### config.mk
export PLATFORM = sky130hd
export DESIGN_NAME = systolic_add_ctrl
export DESIGN_NICKNAME = d
export VERILOG_FILES = /design/src/rtl/systolic_add_ctrl.sv
export SDC_FILE = /design/constraint.sdc
export NUM_CORES = 1
export LEC_CHECK = 0
export ABC_AREA = 1
export BUFFER_PORTS_ARGS = -buffer_cell sky130_fd_sc_hd__buf_2
export CELL_PAD_IN_SITES_DETAIL_PLACEMENT = 1
export CELL_PAD_IN_SITES_GLOBAL_PLACEMENT = 1
export CORE_MARGIN = 4
export CORE_UTILIZATION = 32
export CTS_BUF_LIST = sky130_fd_sc_hd__clkbuf_16
export DETAILED_ROUTE_END_ITERATION = 7
export PLACE_DENSITY = 0.88
export REMOVE_ABC_BUFFERS = 1
export SLEW_MARGIN = 20
export SYNTH_ARGS = -nofsm -noshare
export SYNTH_HDL_FRONTEND = slang
export SYNTH_SLANG_ARGS = --single-unit
### constraint.sdc
create_clock -name CLK -period 1.5 [get_ports CLK]
set_clock_uncertainty 0.05 [all_clocks]
set_input_delay 0 -clock CLK [delete_from_list [all_inputs] [get_ports CLK]]
set_output_delay 0 -clock CLK [all_outputs]
set_load 0.01 [all_outputs]
### src/rtl/systolic_add_ctrl.sv
// ============================================================================
// systolic_add_ctrl
// ----------------------------------------------------------------------------
// Control wrapper around an external multi-cycle FP16 adder in a systolic cell.
// It accepts one operand pair at a time and presents it to the adder on
// registered outputs. It then steps the adder's pipeline index for add_len
// cycles and captures the adder result into a register. That result is held
// until the downstream consumer takes it. The block does no arithmetic of its
// own: out_data is a bit-exact copy of add_output at the capture edge.
//
// Operation flow:
//   IDLE -> (in_valid)                  -> RUN  : operands registered, count=0
//   RUN  -> count steps 0..add_len-1    -> HOLD : result captured on last step
//   HOLD -> (out_ready & !in_valid)     -> IDLE
//   HOLD -> (out_ready &  in_valid)     -> RUN  : back-to-back, no bubble
//
// An operand pair accepted at edge E gives out_valid high from edge E+add_len.
//
// Parameters:
//   data_w   operand / result width (FP16 by default)
//   add_len  adder latency in cycles; must be at least 2
//
// Ports:
//   CLK         single clock, rising edge
//   RST         asynchronous, active-high reset
//   in_valid    operand pair offered
//   in_ready    block can accept an operand pair this cycle
//   in_a        first operand
//   in_b        second operand
//   add_start   one-cycle start strobe to the adder (first RUN cycle)
//   add_count   pipeline step index to the adder, 0..add_len-1
//   add_input1  registered operand A to the adder
//   add_input2  registered operand B to the adder
//   add_output  adder result, valid when add_count == add_len-1
//   out_valid   result available (HOLD only)
//   out_ready   downstream accepts the result
//   out_data    registered result
//   busy        high whenever the controller is not IDLE
// ============================================================================
module systolic_add_ctrl #(
    parameter int data_w  = 16,
    parameter int add_len = 3
) (
    input  logic                       CLK,
    input  logic                       RST,
    input  logic                       in_valid,
    output logic                       in_ready,
    input  logic [data_w-1:0]          in_a,
    input  logic [data_w-1:0]          in_b,
    output logic                       add_start,
    output logic [$clog2(add_len)-1:0] add_count,
    output logic [data_w-1:0]          add_input1,
    output logic [data_w-1:0]          add_input2,
    input  logic [data_w-1:0]          add_output,
    output logic                       out_valid,
    input  logic                       out_ready,
    output logic [data_w-1:0]          out_data,
    output logic                       busy
);

    localparam int cnt_w = $clog2(add_len);

    // Final pipeline step: the adder result is valid on add_output here.
    localparam logic [cnt_w-1:0] last_count = cnt_w'(add_len - 1);

    typedef enum logic [1:0] {
        IDLE = 2'd0,
        RUN  = 2'd1,
        HOLD = 2'd2
    } state_t;

    state_t           state;
    state_t           state_next;
    logic [cnt_w-1:0] count_next;
    logic             load_operands;   // accept in_a/in_b at this edge
    logic             capture_result;  // copy add_output into out_data at this edge

    // ------------------------------------------------------------------------
    // Next-state and output decode
    // ------------------------------------------------------------------------
    // NOTE: every signal written here gets a default before the case
    // statement, so no path can leave one unassigned and infer a latch.
    always_comb begin
        state_next     = state;
        count_next     = add_count;
        load_operands  = 1'b0;
        capture_result = 1'b0;
        in_ready       = 1'b0;
        add_start      = 1'b0;
        out_valid      = 1'b0;
        busy           = 1'b1;

        case (state)
            IDLE: begin
                in_ready   = 1'b1;
                busy       = 1'b0;
                count_next = '0;
                if (in_valid) begin
                    load_operands = 1'b1;
                    state_next    = RUN;
                end
            end

            RUN: begin
                // The adder starts on the first pipeline step only. in_valid is
                // not looked at here, so operands cannot be overwritten mid-op.
                add_start = (add_count == '0);
                if (add_count == last_count) begin
                    capture_result = 1'b1;
                    state_next     = HOLD;
                end else begin
                    count_next = add_count + cnt_w'(1);
                end
            end

            HOLD: begin
                // The result leaves when downstream takes it. A new pair may be
                // accepted on that same edge, which removes the idle cycle
                // between consecutive operations. add_count keeps its final
                // value while the result waits.
                out_valid = 1'b1;
                in_ready  = out_ready;
                if (out_ready) begin
                    count_next = '0;
                    if (in_valid) begin
                        load_operands = 1'b1;
                        state_next    = RUN;
                    end else begin
                        state_next = IDLE;
                    end
                end
            end

            default: begin
                state_next = IDLE;
                count_next = '0;
            end
        endcase
    end

    // ------------------------------------------------------------------------
    // State and pipeline-step registers
    // ------------------------------------------------------------------------
    // NOTE: sequential state uses non-blocking assignments so that every
    // register samples pre-edge values, independent of statement order.
    always_ff @(posedge CLK or posedge RST) begin
        if (RST) begin
            state     <= IDLE;
            add_count <= '0;
        end else begin
            state     <= state_next;
            add_count <= count_next;
        end
    end

    // ------------------------------------------------------------------------
    // Operand and result registers
    // ------------------------------------------------------------------------
    // NOTE: these data registers are reset even though they carry no control
    // meaning. A reset mid-operation must leave the adder inputs and the
    // visible result at a known zero, not at the abandoned operation's values.
    always_ff @(posedge CLK or posedge RST) begin
        if (RST) begin
            add_input1 <= '0;
            add_input2 <= '0;
            out_data   <= '0;
        end else begin
            if (load_operands) begin
                add_input1 <= in_a;
                add_input2 <= in_b;
            end
            if (capture_result) begin
                out_data <= add_output;
            end
        end
    end

endmodule

Word level (Yosys, flattened, before mapping)
Index checks and enable logic that the tools add are counted.
{"block": "classes", "add_sub_neg": 1, "eq_ne": 7, "mux": 17, "reduce_logical": 4}
{"op": "$mux W2", "n": 5}
{"op": "$mux W1", "n": 8}
{"op": "$ne A2 B2 Y1 const B", "n": 4}
{"op": "$pmux W2 S3", "n": 1}
{"op": "$eq A2 B2 Y1 const B", "n": 2}
{"op": "$logic_not A2 Y1", "n": 2}
{"op": "$pmux W1 S2", "n": 2}
{"op": "$pmux W2 S2", "n": 1}
{"op": "$reduce_and A3 Y1", "n": 1}
{"op": "$add A2 B1 Y2 const B", "n": 1}
{"op": "$eq A2 B1 Y1 const B", "n": 1}
{"op": "$reduce_and A2 Y1", "n": 1}
{"block": "word_totals", "register_bits": 52, "in_bits": 52, "out_inout_bits": 54, "wordCells": 34}

Longest topological paths before layout
{"block": "depth", "word_depth": 3, "mapped_depth": 6, "mapped_depth_nobuf": 6}

Least setup slack after synthesis
Ideal clock, no wire load.
{"block": "synth_path", "path_type": "register to register", "from": "register add_count[0]", "to": "register out_data[0]", "setup_ns": 0.121, "arrival_time_ns": 1.089, "required_ns": 1.329, "path_slack_ns": 0.240, "path_stages_with_launch": 7, "n_path_buf": 1, "synth_period_minus_slack_ns": 1.260, "cell_sequence": "dfrtp_1 -> inv_1 -> ha_1 -> nand3_2 -> buf_2 -> nand2_1 -> o21ai_1"}
{"block": "synth_between", "elab_chain_cells": 3}
{"item": "start, declared", "line": "51", "text": "output logic [$clog2(add_len)-1:0] add_count,"}
{"item": "start signal, assigned", "line": "152", "text": "add_count <= count_next;"}
{"item": "$eq A2 B2 Y1", "line": "108", "text": "if (add_count == last_count) begin"}
{"item": "$mux W1", "line": "108"}
{"item": "$mux W1", "line": "93", "text": "case (state)"}
{"item": "end signal, assigned", "line": "173", "text": "out_data <= add_output;"}
{"item": "end, declared", "line": "57", "text": "output logic [data_w-1:0] out_data,"}
No other way between the ends.
A chain may end at the register's enable or synchronous reset.

Final worst setup path
{"block": "layout_path", "from": "register state[0]", "to": "output busy"}
{"block": "layout_between", "elab_chain_cells": 2}
{"item": "start, declared", "line": "72", "text": "state_t state;"}
{"item": "start signal, assigned", "line": "151", "text": "state <= state_next;"}
{"item": "$logic_not A2 Y1", "line": "93"}
{"item": "$mux W1", "line": "93"}
{"item": "end, declared", "line": "58", "text": "output logic busy"}
No other way between the ends.

==> metrics.txt <==
H-tree levels 2; largest net degree at the start of global routing 53; CORE AREA between 0.006 and 0.007 mm²; antenna diode count 0; final hold slack just under 20 ps; GR Util All Layers 0.195; number of cell rows 29; Max Fclk ~0.73 GHz; vias 2275; setup_tns 0 ps; postcts setup bufs 0; max-slew headroom at the worst pin 0.771; HP Class in2reg; first-pass GRT wire length about 13000 µm; total wire length between 7000 and 8000 µm; CP Data Required Time about 1500 ps; Starting Density 0.336; Finished Core Util 0.531; Area growth syn-to-layout 58.3%; Final setup viols 0; max-slew violations 0; RSZ-0062 raised after global routing false; CTS buffer count 5; port bufs 105; placed cells between 400 and 500; Crit Path Class reg2out; crit-path max cell delay ~470 ps; Die Width 90.3 µm; final count of hold timing violations 0; crit path max-delay cell type dfrtp_1; Worst Path Buf+Inv 3; Avg Synthesized Cell Area 9.07 µm²; Synth cell types 17; fillers 762; die height about 90 µm; Initial DRT Pass Iterations 4; Non-Filler Instances about 470; Reg2Reg Depth 6; Power per Cell Area roughly 1800 mW/mm²; Top delay family on crit path buffers and inverters; initial antenna violation count 0; Nets about 450; commonest non-fill, non-tap cell in the layout buf_2; clock root cell clkbuf_16; global route overflow 0; Mapped Cells approximately 240; RR Startpoint add_count[0]; WHS Path Cells 4; Post-DP HPWL between 4000 and 5000 µm; fin crit share 0.910; Clock Latency Late Sink 270 ps; worst endpoint data arrival time roughly 1300 ps; post-route ant nets 0; worst-path maximum fanout 18; CP endpoint kind output pin; Pleak 1.92 nW; Peak VDD IR approximately 0.71 mV; routed vias/inst ~4.8; register area share after synthesis 0.600; reg-to-reg slack, setup 160 ps; TritonCTS Sinks 52; drt wl/cell approximately 16 µm; routability-driven placement congestion ratio 0.666; critical path startpoint category flop; MaxCap Viol Count 0; vias in the first global route 2613; drt drc 0; Yosys reg bits 52; CTS tree built; worst reg2reg path endpoint out_data[15]; Hold Path Sink state[1]; Max Root-Sink Buffers 2; initial DRC count 78; Cell Chain, Critical Path inv_2 > buf_4 > nand2_1 > buf_2; Worst Max-Slew Pin Slew 343 ps; share of cells above drive strength 1 0.317; io pins about 110; Mapped Area between 0.002 and 0.0025 mm²; status complete, no violations; Yosys warning count 0; most frequent cells in the layout 105 x buf_2, 88 x nand2_1, 52 x dfrtp_1; Hold Path Origin out_ready; Clock transition at path regs roughly 60 ps; minimum clock period around 1400 ps; die area a little over 0.008 mm²
[state kept, by name, indices dropped and copies added (netlist names)]
register    cells
add_input2     16
out_data       16
add_count       2
state           2
add_input1     16
[metal layers]
| layer | track usage | wire length, µm | vias to the layer above |
|---|---|---|---|
| li1 | - | - | 1081 |
| met1 | 0.214 | 2870 | 1112 |
| met2 | 0.371 | 4200 | 74 |
| met3 | 0.0558 | 488 | 8 |
| met4 | 0.0421 | 87 | 0 |
| met5 | 0 | 0 | - |
[where the power goes]
group | total, W | switching [W] | internal, W
sequential | 0.00250 | 0.000423 | 0.00208
combinational | 0.00269 | 0.00159 | 0.00110
clock | 0.00108 | 0.000472 | 0.000607
total | 0.00627 | 0.00248 | 0.00378
[what timing repair did]
action | 4_1_cts | 5_1_grt
endpoints found under the hold margin | 100 | 0
hold buffers | 49 | 0
gates resized for setup | 0 | 1
endpoints found under the setup margin | 0 | 14
[worst min-delay path: cells and delay by family]
kind,cells,cell delay (ps)
buf+inv,2,120
simple gates,2,160
[synth_stat cells]
cell      instances  area (µm²)
ha_1              2        25.0
inv_2             1        3.75
nand2_1          88         330
nor2_1            2        7.51
buf_6             1        11.3
clkbuf_1          3        11.3
inv_1            23        86.3
nand3_2           2        20.0
dfrtp_1          52        1300
buf_1             2        7.51
o21ai_1          16        80.1
buf_2             8        40.0
nand3_1           1        5.00
nand4_1          34         213
o21ai_0           1        5.00
a21oi_1           1        5.00
buf_4             2        15.0
[worst max-delay path by stage]
stage	end	from	depth (start not counted)	slack (ps)
after floorplan	add_input1[0]	state[1]	4	-340
after global placement	out_data[5]	add_count[0]	6	210
after detailed placement	out_data[3]	add_count[0]	6	110
after CTS	out_data[5]	add_count[0]	6	100
after global routing	out_data[9]	add_count[0]	6	10
final	busy	state[0]	4	130
[metrics by stage]
stage	total power (W)	setup WS, ps	instance area (µm²)
finish	0.00627	134	3430
global placement	0.00494	209	2800
floorplan	0.00377	-341	2080
detailed placement	0.00508	111	2800
global route	0.00678	11.0	3430
CTS	0.00627	99.5	3430
[cells by family (layout without fill, tap and decap cells)]
family | count (synthesis) | after routing | synth area share
buf+inv | 40 | 195 | 0.0808
flops | 52 | 52 | 0.600
compound gates | 18 | 18 | 0.0416
fa+ha+maj | 2 | 2 | 0.0115
simple gates | 127 | 127 | 0.266
[cell type report]
class,instances,area [µm²],area share
flip-flops and latches,52,1300,0.379
clock buffers,5,125,0.0365
multi-input cells,147,691,0.201
well taps,77,96.3,0.0281
repair buffers,163,1110,0.324
clock inverters,3,13.8,0.00401
inverters,24,90.1,0.0263
Note: power is estimated with default switching activity, not from simulation.
